### src/rtl/stream_minmax_tracker.sv
// -----------------------------------------------------------------------------
// stream_minmax_tracker
//
// Purpose:
//   Takes a valid/ready stream of unsigned WIDTH-bit samples, groups them into
//   frames of FRAME_LEN accepted beats and, for each frame, reports the minimum,
//   the maximum, the 0-based index of the first occurrence of each, and a flag
//   that is set when every sample in the frame equals the first one. The result
//   is offered on a valid/ready port and held until it is consumed.
//
// Parameters:
//   WIDTH      sample width (unsigned compare)
//   FRAME_LEN  samples per frame, 1..256
//   IDX_W      index width, 2**IDX_W >= FRAME_LEN
//
// Ports:
//   clk          clock, all state changes on posedge
//   rst          synchronous active-high reset
//   clear        synchronous frame abort (drops partial frame or held result)
//   in_valid     sample valid
//   in_ready     block can accept a sample (low while holding a result or in reset)
//   in_data      sample value
//   out_valid    frame result valid
//   out_ready    consumer accepts result
//   out_min      smallest sample of the frame
//   out_max      largest sample of the frame
//   out_min_idx  index of first occurrence of out_min
//   out_max_idx  index of first occurrence of out_max
//   out_all_eq   every sample equals the first sample
// -----------------------------------------------------------------------------
module stream_minmax_tracker #(
  parameter int WIDTH     = 8,
  parameter int FRAME_LEN = 16,
  parameter int IDX_W     = 8
) (
  input  logic             clk,
  input  logic             rst,
  input  logic             clear,
  input  logic             in_valid,
  output logic             in_ready,
  input  logic [WIDTH-1:0] in_data,
  output logic             out_valid,
  input  logic             out_ready,
  output logic [WIDTH-1:0] out_min,
  output logic [WIDTH-1:0] out_max,
  output logic [IDX_W-1:0] out_min_idx,
  output logic [IDX_W-1:0] out_max_idx,
  output logic             out_all_eq
);

  typedef enum logic [1:0] {
    ST_FIRST = 2'd0,
    ST_ACCUM = 2'd1,
    ST_HOLD  = 2'd2
  } state_e;

  localparam logic [IDX_W-1:0] LAST_IDX = IDX_W'(FRAME_LEN - 1);
  localparam logic [IDX_W-1:0] IDX_ONE  = IDX_W'(1);

  // Magnitude compare returning {gt, lt}; 2'b00 means equal.
  function automatic logic [1:0] mag_cmp(input logic [WIDTH-1:0] a,
                                         input logic [WIDTH-1:0] b);
    logic [1:0] r;
    if (a > b) begin
      r = 2'b10;
    end else if (a < b) begin
      r = 2'b01;
    end else begin
      r = 2'b00;
    end
    return r;
  endfunction

  state_e           state_q;
  logic [IDX_W-1:0] cnt_q;
  logic             out_valid_q;
  logic [WIDTH-1:0] out_min_q;
  logic [WIDTH-1:0] out_max_q;
  logic [IDX_W-1:0] out_min_idx_q;
  logic [IDX_W-1:0] out_max_idx_q;
  logic             out_all_eq_q;

  logic [1:0]       cmp_min_s;
  logic [1:0]       cmp_max_s;
  logic             lt_min_s;
  logic             gt_max_s;
  logic             eq_max_s;
  logic             beat_s;
  logic             consume_s;

  // Ready depends only on state (and is forced low during reset).
  always_comb begin
    in_ready = 1'b0;
    if (rst) begin
      in_ready = 1'b0;
    end else if (state_q != ST_HOLD) begin
      in_ready = 1'b1;
    end else begin
      in_ready = 1'b0;
    end
  end

  // Per-beat compares of the incoming sample against running min and max.
  always_comb begin
    cmp_min_s = mag_cmp(in_data, out_min_q);
    cmp_max_s = mag_cmp(in_data, out_max_q);
    lt_min_s  = cmp_min_s[0];
    gt_max_s  = cmp_max_s[1];
    eq_max_s  = (cmp_max_s == 2'b00);
    beat_s    = in_valid & in_ready;
    consume_s = out_valid_q & out_ready;
  end

  // Frame FSM; the out_* registers double as the running statistics.
  always_ff @(posedge clk) begin
    if (rst) begin
      state_q       <= ST_FIRST;
      cnt_q         <= '0;
      out_valid_q   <= 1'b0;
      out_min_q     <= '0;
      out_max_q     <= '0;
      out_min_idx_q <= '0;
      out_max_idx_q <= '0;
      out_all_eq_q  <= 1'b0;
    end else if (clear) begin
      // Abort only: the statistic registers keep whatever they held.
      state_q     <= ST_FIRST;
      cnt_q       <= '0;
      out_valid_q <= 1'b0;
    end else begin
      case (state_q)
        ST_FIRST: begin
          if (beat_s) begin
            out_min_q     <= in_data;
            out_max_q     <= in_data;
            out_min_idx_q <= '0;
            out_max_idx_q <= '0;
            out_all_eq_q  <= 1'b1;
            cnt_q         <= IDX_ONE;
            if (FRAME_LEN == 1) begin
              state_q     <= ST_HOLD;
              out_valid_q <= 1'b1;
            end else begin
              state_q     <= ST_ACCUM;
            end
          end else begin
            state_q <= ST_FIRST;
          end
        end
        ST_ACCUM: begin
          if (beat_s) begin
            // Strict compares so ties keep the first-occurrence index.
            if (lt_min_s) begin
              out_min_q     <= in_data;
              out_min_idx_q <= cnt_q;
            end else begin
              out_min_q     <= out_min_q;
            end
            if (gt_max_s) begin
              out_max_q     <= in_data;
              out_max_idx_q <= cnt_q;
            end else begin
              out_max_q     <= out_max_q;
            end
            out_all_eq_q <= out_all_eq_q & eq_max_s;
            cnt_q        <= cnt_q + IDX_ONE;
            if (cnt_q == LAST_IDX) begin
              state_q     <= ST_HOLD;
              out_valid_q <= 1'b1;
            end else begin
              state_q     <= ST_ACCUM;
            end
          end else begin
            state_q <= ST_ACCUM;
          end
        end
        ST_HOLD: begin
          if (consume_s) begin
            state_q     <= ST_FIRST;
            out_valid_q <= 1'b0;
          end else begin
            state_q <= ST_HOLD;
          end
        end
        default: begin
          state_q     <= ST_FIRST;
          cnt_q       <= '0;
          out_valid_q <= 1'b0;
        end
      endcase
    end
  end

  assign out_valid   = out_valid_q;
  assign out_min     = out_min_q;
  assign out_max     = out_max_q;
  assign out_min_idx = out_min_idx_q;
  assign out_max_idx = out_max_idx_q;
  assign out_all_eq  = out_all_eq_q;

endmodule

### config.mk
export PLATFORM = sky130hd
export DESIGN_NAME = stream_minmax_tracker
export DESIGN_NICKNAME = d
export VERILOG_FILES = /design/src/rtl/stream_minmax_tracker.sv
export SDC_FILE = /design/constraint.sdc
export NUM_CORES = 1
export LEC_CHECK = 0
export ABC_CLOCK_PERIOD_IN_PS = 2100
export CAP_MARGIN = 5
export CORE_MARGIN = 5
export CORE_UTILIZATION = 51
export DETAILED_ROUTE_END_ITERATION = 8
export PLACE_DENSITY = 0.8
export REMOVE_ABC_BUFFERS = 1
export SYNTH_ARGS = -nofsm -noshare
export SYNTH_HDL_FRONTEND = slang
export SYNTH_SLANG_ARGS = --single-unit
### constraint.sdc
create_clock -name clk -period 2.1 [get_ports clk]
set_input_delay 0.42 -clock clk [delete_from_list [all_inputs] [get_ports clk]]
set_output_delay 0.42 -clock clk [all_outputs]
set_load 0.01 [all_outputs]
# == After elaboration in Yosys (flattened, before gate mapping) ==
# Index checks and enable logic that the tools add are counted.
# op_classes
add_sub_neg,1
n_mux,35
n_eq_ne,10
order_cmp,4
bitwise,6
n_reduce_logical,9
# op_table
op,n
8-bit two-way mux,12
8-bit one-hot mux with 2 select lines,4
8-bit one-hot mux with 3 select lines,1
8-bit > comparator,2
8-bit < comparator,2
"2-bit inequality test, second input constant",7
1-bit two-way mux,11
5-bit AND reduction,2
"8-bit by 1-bit adder with 8-bit output, second input constant",1
"8-bit by 4-bit equality test with 1-bit output, second input constant",1
2-bit two-way mux,4
4-bit AND reduction,2
2-bit one-hot mux with 3 select lines,1
2-bit logical NOT,2
1-bit AND,3
1-bit NOT,3
1-bit one-hot mux with 3 select lines,1
3-bit AND reduction,1
"2-bit by 1-bit equality test with 1-bit output, second input constant",1
"2-bit equality test, second input constant",1
1-bit one-hot mux with 2 select lines,1
2-bit nonzero test,1
2-bit OR reduction,1
# totals
in_bits,13
reg_bits,44

# == Depth between registers and ports, before layout ==
# depth
depth_word,7
ltp_mapped,9
mapped_depth_nobuf,7

# == Worst setup path before layout ==
# OpenSTA, ideal clock, no wires.
# synth_path
kind,input to register
from,in in_data[1]
to,"reg out_max_q[4], in the netlist out_max[4]"
setup_ns,0.070
t_arrival_ns,1.822
path_buffers,1
path_slack_ns,0.207
t_required_ns,2.030
cell_stages,7
cell_sequence,ha_1 > nor2b_1 > o211ai_1 > a211o_1 > buf_2 > nand4_1 > a21oi_1
# synth_via
elab_chain_cells,4
# synth_rtl
element,line_no,text
from (decl),41,"input logic [WIDTH-1:0] in_data,"
8-bit > comparator,64,if (a > b) begin
2-bit two-way mux,64,
2-bit inequality test (no line),n/a,
5-bit AND reduction (no line),n/a,
to (signal assigned),135,out_max_q <= in_data;
to (signal assigned),160,out_max_q <= in_data;
to (signal assigned),163,out_max_q <= out_max_q;
to (decl),78,logic [WIDTH-1:0] out_max_q;
# Every way passes these cells.
# A chain may end at the register's enable or synchronous reset.

# == Worst setup path after layout ==
# layout_path
from,in in_data[2]
to,"reg out_min_idx_q[1], in the netlist out_min_idx[1]"
# layout_via
elab_chain_cells,5
# layout_rtl
element,line_no,text
8-bit < comparator,66,end else if (a < b) begin
1-bit two-way mux,66,
1-bit two-way mux *,64,
2-bit inequality test (no line) *,n/a,
5-bit AND reduction (no line) *,n/a,
to (signal assigned),155,out_min_idx_q <= cnt_q;
to (decl),79,logic [IDX_W-1:0] out_min_idx_q;
# Every way passes the cells marked *; elsewhere a longest branch is shown, timed or not.

==> flow_summary_export.csv <==
group,metric,value,unit
final_layout,syn_to_final_growth,49.5,%
synth,ys_types,44,
clocking,clockBufferDepth,2,
run,drv_cap,0,
placed_design,dp_hpwl,4.90,mm
pwr,p_leak,0.00131,uW
detailed_routing,num_vias,2442,
final_layout,num-fill-cells,283,
synth,yosys_register_bits,44,
sta,period_needed,2150,ps
final_layout,fin_area,3450,sq um
floorplan,io_pins,48,
global_route,grt_use_total,0.229,
global_route,grt_overflow_total,0,
floorplan,die_x,77.2,um
clocking,clock_latency,300,ps
final_layout,finish.utilization,0.787,
clocking,clkTransAtPathRegs,90,ps
floorplan,rows,24,
worst_setup_path,crit_fanout,7,
worst_hold_path,hold_path.class,"flip-flop to flip-flop",
synth,ys_warn_count,0,
outcome,outcome,"finished, violations left",
worst_setup_path,reg2reg_to,"out_max[5]",
outcome,failed_checks,"setup timing",
worst_setup_path,crit_path_start_kind,"input port",
final_layout,register_area,882,sq um
global_route,grt_pass1_wl,11.1,mm
synth,synth_top_area_frac,0.382,
worst_setup_path,r2r_start,"out_max[1]",
clocking,cts_tree,"yes",
sta,setup_slack,-53.9,ps
global_route,first_global_vias,2334,
clocking,clock_sinks,44,
detailed_routing,wl_per_cell,18.1,um
worst_hold_path,worstHoldPathCells,2,
detailed_routing,dr.pass1.iters,5,
detailed_routing,drt_iter0_markers,147,
sta,finalHoldViolCount,0,
worst_setup_path,worst_path_max_delay_cell,"clkdlybuf4s50_1",
synth,yosys-top-cells-area,"dfxtp_1 38%, ha_1 8.7%, nand4_1 6.0%",
clocking,cts_root_buf,"clkbuf_8",
pwr,ir_worst_vdd,0.499,mV
final_layout,nNetsFinal,384,
worst_hold_path,min_to,"out_min_idx[3]",
global_route,antenna_found_initial,0,
floorplan,fp.coreArea,4380,sq um
clocking,cts_hold_buf,0,
synth,ys_seq_area_frac,0.382,
worst_setup_path,worstPathCellList,"clkdlybuf4s50_1 -> buf_4 -> ha_1 -> o21ai_1 -> a211oi_4 -> nor2_4 -> buf_12 -> mux2i_1",
pwr,power_density,528,nW/um^2
sta,final_max_slew_viol_count,0,
worst_setup_path,max_stage_delay,440,ps
final_layout,num_antenna_cells,0,
worst_hold_path,hold_start,"out_min_idx[3]",
worst_setup_path,worstPathRequired,2330,ps
floorplan,dieArea,5970,sq um
worst_setup_path,cp_num_buf_inv,3,
synth,syn_area,2310,sq um
detailed_routing,viasPerCell,5.99,
final_layout,multi_input_area,1430,sq um
worst_setup_path,rrSetupSlack,60,ps
synth,synth_common_cells,"44 x dfxtp_1, 22 x a21oi_1, 22 x nand2_1, 22 x nand4_1, 20 x inv_1",
sta,tightest_slew,537,ps
sta,tns,-252,ps
clocking,cts_buffers,5,
clocking,cts.htree.levels,2,
worst_setup_path,crit_type,"input port to flip-flop",
sta,fmax,0.464,GHz
worst_setup_path,critPathTopFamily,"buffers and inverters",
global_route,grt_max_degree,24,
placed_design,pre_cts_slack,-404,ps
synth,ys_async_sr_fraction,0,
sta,fin_skew,10.9,ps
detailed_routing,drc,0,
sta,finalCritPeriodShare,1.03,
pwr,finalPower,1820,uW
floorplan,start_util,0.526,
synth,synth.most_common_cell,"dfxtp_1",
placed_design,place_area,3090,sq um
sta,setup_viol,12,
detailed_routing,ant_nets,0,
synth,synth-edff-count,0,
sta,relSlewSlack,0.641,
floorplan,die_y,77.2,um
placed_design,gp_congestion,0.875,
worst_setup_path,rr_worst_depth,9,
placed_design,port_buffers,47,
final_layout,layout-drive-gt1-share,0.236,
synth,yosys.area.top_type,"dfxtp_1",
synth,synth_flop_cell,"dfxtp_1",
worst_setup_path,cp.arrival,2380,ps
worst_setup_path,end_kind,"flip-flop",
synth,syn_inst,264,
synth,syn_avg_cell_area,8.73,sq um
detailed_routing,routed_wl,7.38,mm
tightest hold or removal path, delay by kind of cell (launching register included):
family           cells  cell delay [ps]
multiplexers         1               50
flip-flops           1              320
AND/OR/NAND/NOR      1               50
area by class of cell:
cell class                      count  area share
Clock buffer                        6      0.0239
Clock inverter                      2     0.00435
Inverter                           20      0.0218
Multi-Input combinational cell    188       0.416
Sequential cell                    44       0.256
Tap cell                           52      0.0189
Timing Repair Buffer               96       0.259
routing by layer:
layer  vias up  track usage  wire length (um)
met1      1192        0.281              3080
met4         0       0.0962               142
met2        95        0.383              3720
met5         -            0                 0
li1       1144            -                 -
met3        11       0.0527               447
worst max path at each step:
stage | to | depth (start not counted) | from
3_5_place_dp | out_max_idx[0] | 7 | in_data[7]
4_1_cts | out_max[4] | 9 | in_data[1]
2_1_floorplan | out_max[0] | 7 | out_max[7]
6_report | out_min_idx[1] | 8 | in_data[2]
3_3_place_gp | out_max_idx[0] | 8 | in_data[0]
5_1_grt | out_min[4] | 8 | in_data[2]
cell families (layout without fill, tap and decap cells):
kind of cell | after synthesis | count (layout) | synth area share
adder cells (fa/ha/maj) | 16 | 16 | 0.0868
AO/OA/AOI/OAI | 70 | 71 | 0.205
flip-flops | 44 | 44 | 0.382
XOR/XNOR | 6 | 6 | 0.0228
AND/OR/NAND/NOR | 88 | 88 | 0.209
multiplexers | 7 | 7 | 0.0304
buffers and inverters | 33 | 124 | 0.0640
placed cells by master, fill, tap and decap left out, drive strengths merged:
cell	instances
o31ai	7
and2	1
a41o	2
clkbuf	6
dlygate4sd2	1
clkdlybuf4s50	39
a2111o	2
nor2	15
o21ai	15
buf	49
nor2b	3
and4	1
dfxtp	44
nand2b	5
nor3	1
nor4	1
inv	20
a31oi	2
nand2	24
nand4	22
clkinvlp	2
a211o	1
ha	16
a211oi	3
a21o	1
a22oi	2
a21oi	22
dlymetal6s2s	7
nor4b	1
or2	1
xor2	6
mux2i	7
o211ai	12
nand4b	1
o41ai	1
nand3	10
a2111oi	1
and3	1
and2b	1
power breakdown:
part	internal, uW	switching (uW)	total, uW	leakage, uW
combinational	188	190	378	0.000910
clock	267	305	572	0.0000434
sequential	853	18.0	871	0.000357
total	1310	513	1820	0.00131
per-stage QoR:
| step | std cells | hold slack, ps |
|---|---|---|
| 5_1_grt | 408 | 488 |
| 3_5_place_dp | 390 | 449 |
| 2_1_floorplan | 251 | 479 |
| 6_report | 408 | 464 |
| 3_3_place_gp | 390 | 445 |
| 4_1_cts | 400 | 464 |
flip-flops by register name (all words and copies together) (netlist names):
register / flops
out_max: 8
out_min: 8
out_max_idx: 8
out_all_eq: 1
out_valid: 1
cnt_q: 8
state_q: 2
out_min_idx: 8
what timing repair did:
item / 4_1_cts / 5_1_grt
gates resized for setup: 15 / 20
endpoints found under the setup margin: 17 / 31
pin swaps: 3 / 12
setup buffers: 2 / 7
gates cloned: 0 / 1
(Power assumes the default switching activity.)
